$ cat src/rtl/gate_burst_seq.sv
// gate_burst_seq
//
// Purpose:
//   Counted enable generator for a downstream clock gate (clk & gate_en).
//   On an accepted start it emits `reps` windows of `len` enabled cycles,
//   separated by `gap` disabled cycles, then pulses `done` for one cycle.
//   reps == 0 runs until `stop`. len == 0 completes immediately.
//
// Configuration macro:
//   GATE_SEQ_NEGEDGE_EN - when defined, gate_en is re-registered on the
//   falling edge of clk so that clk & gate_en cannot glitch. Windows then
//   start and end half a cycle later. busy/done/pulse_cnt are unaffected.
//
// Ports:
//   clk        in   system clock (the clock gated downstream)
//   rst        in   synchronous active-high reset
//   start      in   single-cycle request, sampled only in IDLE
//   stop       in   abort, honoured in GATE or GAP
//   len        in   enabled cycles per burst (0: no burst)
//   gap        in   disabled cycles between bursts (0: back-to-back)
//   reps       in   burst count (0: run until stop)
//   gate_en    out  enable to the clock gate
//   busy       out  high while in GATE or GAP
//   done       out  one-cycle completion/abort pulse
//   pulse_cnt  out  saturating count of gate_en-high cycles since last start

module gate_burst_seq #(
  parameter int unsigned CNT_W = 8,
  parameter int unsigned PC_W  = 16
) (
  input  logic             clk,
  input  logic             rst,
  input  logic             start,
  input  logic             stop,
  input  logic [CNT_W-1:0] len,
  input  logic [CNT_W-1:0] gap,
  input  logic [3:0]       reps,
  output logic             gate_en,
  output logic             busy,
  output logic             done,
  output logic [PC_W-1:0]  pulse_cnt
);

  typedef enum logic [1:0] {
    StIdle,
    StGate,
    StGap,
    StDone
  } state_e;

  state_e           r_state;
  logic [CNT_W-1:0] r_cnt;
  logic [CNT_W-1:0] r_len;
  logic [CNT_W-1:0] r_gap;
  logic [3:0]       r_reps;
  logic [3:0]       r_rep_left;
  logic             r_gate_en;
  logic             r_busy;
  logic             r_done;
  logic [PC_W-1:0]  r_pulse_cnt;

  // Outputs are registered alongside the state: each transition sets the
  // output values that belong to the state being entered.
  always_ff @(posedge clk) begin
    if (rst) begin
      r_state     <= StIdle;
      r_cnt       <= '0;
      r_len       <= '0;
      r_gap       <= '0;
      r_reps      <= '0;
      r_rep_left  <= '0;
      r_gate_en   <= 1'b0;
      r_busy      <= 1'b0;
      r_done      <= 1'b0;
      r_pulse_cnt <= '0;
    end else begin
      r_done <= 1'b0;

      // Count every cycle the enable is presented; the IDLE start branch
      // below may override this with a clear (gate_en is low there anyway).
      if (r_gate_en && (r_pulse_cnt != {PC_W{1'b1}})) begin
        r_pulse_cnt <= r_pulse_cnt + 1'b1;
      end

      unique case (r_state)
        StIdle: begin
          if (start) begin
            r_pulse_cnt <= '0;
            if (len != '0) begin
              r_len      <= len;
              r_gap      <= gap;
              r_reps     <= reps;
              r_cnt      <= len - 1'b1;
              r_rep_left <= reps;
              r_state    <= StGate;
              r_gate_en  <= 1'b1;
              r_busy     <= 1'b1;
            end else begin
              r_state <= StDone;
              r_done  <= 1'b1;
            end
          end
        end

        StGate: begin
          if (stop) begin
            r_state   <= StDone;
            r_gate_en <= 1'b0;
            r_busy    <= 1'b0;
            r_done    <= 1'b1;
          end else if (r_cnt != '0) begin
            r_cnt <= r_cnt - 1'b1;
          end else if (r_rep_left == 4'd1) begin
            // Last window of a finite run: no trailing gap.
            r_state   <= StDone;
            r_gate_en <= 1'b0;
            r_busy    <= 1'b0;
            r_done    <= 1'b1;
          end else begin
            // rep_left stays 0 forever in the run-until-stop mode.
            if (r_reps != 4'd0) begin
              r_rep_left <= r_rep_left - 1'b1;
            end
            if (r_gap == '0) begin
              r_cnt <= r_len - 1'b1;
            end else begin
              r_cnt     <= r_gap - 1'b1;
              r_state   <= StGap;
              r_gate_en <= 1'b0;
            end
          end
        end

        StGap: begin
          if (stop) begin
            r_state   <= StDone;
            r_gate_en <= 1'b0;
            r_busy    <= 1'b0;
            r_done    <= 1'b1;
          end else if (r_cnt != '0) begin
            r_cnt <= r_cnt - 1'b1;
          end else begin
            r_cnt     <= r_len - 1'b1;
            r_state   <= StGate;
            r_gate_en <= 1'b1;
          end
        end

        StDone: begin
          r_state <= StIdle;
        end

        default: begin
          r_state   <= StIdle;
          r_gate_en <= 1'b0;
          r_busy    <= 1'b0;
        end
      endcase
    end
  end

`ifdef GATE_SEQ_NEGEDGE_EN
  // Retime onto the falling edge so the enable only changes while clk is low.
  logic r_gate_neg;

  always_ff @(negedge clk) begin
    if (rst) begin
      r_gate_neg <= 1'b0;
    end else begin
      r_gate_neg <= r_gate_en;
    end
  end

  assign gate_en = r_gate_neg;
`else
  assign gate_en = r_gate_en;
`endif

  assign busy      = r_busy;
  assign done      = r_done;
  assign pulse_cnt = r_pulse_cnt;

endmodule

$ cat config.mk
export PLATFORM = sky130hd
export DESIGN_NAME = gate_burst_seq
export DESIGN_NICKNAME = d
export VERILOG_FILES = /design/src/rtl/gate_burst_seq.sv
export SDC_FILE = /design/constraint.sdc
export NUM_CORES = 1
export LEC_CHECK = 0
export CORE_MARGIN = 2
export CORE_UTILIZATION = 41
export DETAILED_ROUTE_END_ITERATION = 16
export GPL_ROUTABILITY_DRIVEN = 0
export GPL_TIMING_DRIVEN = 0
export PLACE_DENSITY = 0.71
export SYNTH_ARGS = -nofsm -noshare
export SYNTH_HDL_FRONTEND = slang
export SYNTH_SLANG_ARGS = --single-unit
$ cat constraint.sdc
create_clock -name clk -period 2.55 [get_ports clk]
set_clock_uncertainty 0.05 [all_clocks]
set_input_delay 0.765 -clock clk [delete_from_list [all_inputs] [get_ports clk]]
set_output_delay 0.765 -clock clk [all_outputs]
set_load 0.01 [all_outputs]
### Yosys cells after proc, flatten, opt, wreduce, memory -nomap -nowiden

Index checks and enable logic that the tools add are counted.

* register bits after elaboration: 53
* bits in latches: 0
* memory bits (writable): 0
* bits in read-only memories: 0
* input port bits: 24
* output and inout bits: 19
* logic and storage cells: 97
* memories kept: 0

* add/sub/neg operators: 6
* multiply operators: 0
* div/mod/pow operators: 0
* magnitude comparators: 0
* equal/unequal tests: 18
* shift operators: 0
* mux-type cells: 49
* bitwise operators: 0
* reduce and logical (&&, ||, !) cells: 14

Operators with widths (number)
* two-way mux 8 bit: 8
* two-way mux 16 bit: 3
* subtractor 8 x 1 -> 8 bit, second input constant: 4
* two-way mux 4 bit: 6
* one-hot mux 8 bit (3 select lines): 1
* two-way mux 1 bit: 18
* AND reduction 6 bit: 3
* adder 16 x 1 -> 16 bit, second input constant: 1
* two-way mux 2 bit: 8
* inequality test 16 bit, second input constant: 1
* inequality test 2 bit, second input constant: 8
* nonzero test 8 bit: 2
* inequality test 3 bit, second input constant: 4
* one-hot mux 1 bit (3 select lines): 3
* logical NOT 8 bit: 1
* one-hot mux 2 bit (4 select lines): 1
* one-hot mux 4 bit (2 select lines): 1
* AND reduction 7 bit: 1
* == test 2 bit, second input constant: 2
* == test 4 x 1 -> 1 bit, second input constant: 1
* inequality test 4 bit, second input constant: 1
* AND reduction 4 bit: 1
* nonzero test 4 bit: 1
* subtractor 4 x 1 -> 4 bit, second input constant: 1
* 6 further kinds: 6

### Depth between registers and ports, before layout

* word-level depth: 6
* mapped depth: 9
* depth with buffers taken out: 8

### Worst setup path before layout

OpenSTA, ideal clock, no wires.

* path kind: input port to flip-flop
* start: input port len[0]
* end: register r_cnt[5]
* library setup time: 75 ps
* data arrival time: 2128 ps
* data required time: 2425 ps
* path slack: 297 ps
* cell stages on the path: 6
* path buffers: 0
* path through: inv_1 ha_1 a41o_1 a211o_1 or4_1 o22ai_1

* word-level cells in the longest chain between the ends: 4
* elaborated cells between the ends (all ways): 7
* those cells by class: add/sub (1); eq/ne (1); mux (3); reduce/logical (2)

RTL lines
* from (decl): RTL line 35 `input logic [CNT_W-1:0] len,`
* subtractor 8 x 1 -> 8 bit: RTL line 93 `r_cnt <= len - 1'b1;`
* two-way mux 8 bit: RTL line 89 `if (len != '0) begin`
* two-way mux 8 bit: RTL line 87 `if (start) begin`
* one-hot mux 8 bit (3 select lines): RTL line 85 `unique case (r_state)`
* to (signal assigned): RTL line 93
* to (signal assigned): RTL line 112 `r_cnt <= r_cnt - 1'b1;`
* to (signal assigned): RTL line 125 `r_cnt <= r_len - 1'b1;`
* to (decl): RTL line 52 `logic [CNT_W-1:0] r_cnt;`

Several ways; a longest one is shown, not always the timed one. The select of a mux whose other input is x is not followed.
A chain may end at the register's enable or synchronous reset.

### Worst setup path in the final report

* start: input port len[2]
* end: register r_cnt[2]

Same word-level chain as after synthesis.

==> metrics.txt <==
crit path launch type=primary input; share of cells above drive strength 1=under 10%; Rel. slew slack=between 50 and 60%; clock tree root driver cell=clkbuf_8; Die Ht=94.9 um; H-tree depth=2; Seq cells post-synth=53; commonest non-fill, non-tap cell in the layout=nand2_1; Max Freq=roughly 400 MHz; synth top area cells=dfxtp_1, nand2_1, a21oi_1; clock-pin transition on the worst setup and hold timing paths=0.10 ns; Area growth, synth to finish=20.5%; TritonRoute pass-1 iters=5; final-report hold violation count=0; antenna violations before repair=0; setup_tns=0 ns; RSZ-0062 raised after global routing=true; drt via density=5.61; NumNets Final=520; Cell variety after synth=between 60 and 70; Avg WL per Cell=around 15 um; Crit Path Class=in2reg; leak pwr=about 0.0015 uW; vias in the first global route=3,014; global-route usage over all layers=20.6%; die area=around 9000 um^2; worst hold slack=0.415 ns; DP Wirelength=6730 um; ys async rst share=0%; pwr/cell area=614 nW/um^2; Tcrit/Tclk final=a little over nine tenths; largest net degree at the start of global routing=17; first-pass GRT wire length=roughly 15,000 um; I/O pin count=43; Hold Crit Class=reg2reg; Post-DRT Antenna Nets=0; sequential standard cell area=~1100 um^2; number of buffers created by CTS=5; clk buf depth=2; Routed WL=8840 um; Max rail drop VDD=between 300 and 400 uV; syn nets=469; Post-Synthesis Cells=approximately 430; CTS Hold Buffers Added=0; clock sinks=53; area of the multi-input gates=2200 um^2; total number of vias=3,301; core area=just over 8000 um^2; port buffer count=between 40 and 50; Seq/Total Area, Yosys=31.3%; initial cell density of the core=roughly two fifths; max_cap viols=0; final slew viol count=0; worst-path fanout max=7; share of the synthesized area in the top cell type=between 30 and 40%; worst slew pin tran=around 0.74 ns; Synth Warn #=0; DRC=0; EDFF count, synth=0; Final setup viols=0; worst skew pair latency=between 0.3 and 0.4 ns; CTS tree=built; Min Clock Period, post-route=2.47 ns; synthesized area=~3400 um^2; grt ovf=0; diode count=0; Avg Inst Size Synth=between 7 and 8 um^2; commonest cells after routing, fill and taps aside=nand2_1, dfxtp_1, a21oi_1, nor2_1, clkdlybuf4s50_1; Yosys top cell by area=dfxtp_1; outcome=completed; num rows=33; Setup crit end kind=flop; Die Wd=~95 um; Fill cells=806; fin util=50.5%; Arr. time, crit path=roughly 2.7 ns; initial DRC count=around 210; Top FF cell, synth=dfxtp_1; Worst Path Required=about 2.8 ns
-- metal layers --
metal  vias to the layer above  GRT usage, %  share of wire [%]  wire [um]
met5                         -             0                  0          0
met4                         0          5.56                1.8        158
met3                        12          2.95                4.7        419
met2                        96          34.4                 47       4110
met1                      1546          27.9                 47       4150
li1                       1647             -                  -          -
-- repair_timing --
action	4_1_cts	5_1_grt
setup buffers	2	1
pin swaps	1	1
endpoints found under the setup margin	29	22
endpoints found under the hold margin	0	0
resized for setup	13	5
gates cloned	0	0
-- stage by stage --
step / std cells / power (uW) / cell area [um^2] / setup WS (ns)
2_1_floorplan: 431 / 1720 / 3390 / 0.297
3_3_place_gp: 577 / 1970 / 3930 / -0.639
3_5_place_dp: 577 / 1990 / 3930 / -0.688
4_1_cts: 587 / 2490 / 4070 / 0.0486
5_1_grt: 588 / 2670 / 4080 / -0.00735
6_report: 588 / 2510 / 4080 / 0.0789
-- kinds of logic (layout without fill, tap and decap cells) --
family                   count (synthesis)  after routing  synth area share (%)
AND/OR/NAND/NOR                        181            181                  29.5
multiplexers                             4              4                  1.18
AO/OA/AOI/OAI                          112            112                  20.8
XOR/XNOR                                30             30                  7.75
buffers and inverters                   37             89                  4.36
flip-flops                              53             53                  31.3
adder cells (fa/ha/maj)                 14             14                  5.17
-- path summary, 6_finish.rpt --
check                          start  cells past startpoint                      to  slack (ns)
min           r_reps[3]$_SDFFE_PP0P_                      2  r_reps[3]$_SDFFE_PP0P_        0.42
max reg2reg  r_state[0]$_SDFFE_PP0P_                      8   r_cnt[2]$_SDFFE_PP0P_        0.20
max                           len[2]                      7   r_cnt[2]$_SDFFE_PP0P_        0.08
min reg2reg   r_reps[3]$_SDFFE_PP0P_                      2  r_reps[3]$_SDFFE_PP0P_        0.42
-- Yosys cell counts (3+ instances only) --
cell and instances:
nand2_1 63, dfxtp_1 53, a21oi_1 46, nor2_1 36, inv_1 20, o21ai_0 20
xnor2_1 19, nor3_1 17, clkbuf_1 15, ha_1 14, xor2_1 11, nand3_1 10
nor3b_1 8, nor2b_1 7, a31oi_1 6, nor4_1 5, o211ai_1 5, mux2i_1 4
or3_1 4, a211oi_1 3, a32oi_1 3, nand3b_1 3, nor4_2 3, nor4_4 3
o2111ai_1 3, o21a_1 3, or2_2 3
-- registers in the layout, indices dropped and copies added, names as in the netlist --
signal      cells
pulse_cnt      16
r_cnt           8
r_gap           8
r_len           8
r_rep_left      4
r_reps          4
r_state         2
busy            1
done            1
gate_en         1
-- power by group --
group          internal, uW  leakage (uW)  total [uW]  switching [uW]
clock network           197     0.0000456         490             293
registers               906      0.000434        1010            99.5
logic                   416       0.00100        1010             596
-- final cells by class --
| class | instances | share of cell area [%] |
|---|---|---|
| clock inverter | 2 | 0.337 |
| buffer | 17 | 2.11 |
| clock buffer | 6 | 1.78 |
| timing repair buffer | 44 | 10.8 |
| sequential | 53 | 26.0 |
| multi-input combinational | 341 | 54.0 |
| inverter | 20 | 1.84 |
| tap | 105 | 3.22 |
-- worst max-delay path, stage by stage --
cell and delay (ns):
clkdlybuf4s50_1 0.62, nor4_4 0.07, a41o_2 0.34, a211o_1 0.28, buf_4 0.15, a311o_1 0.32, a21oi_1 0.12
No activity file was read; power rests on OpenSTA's default activity.
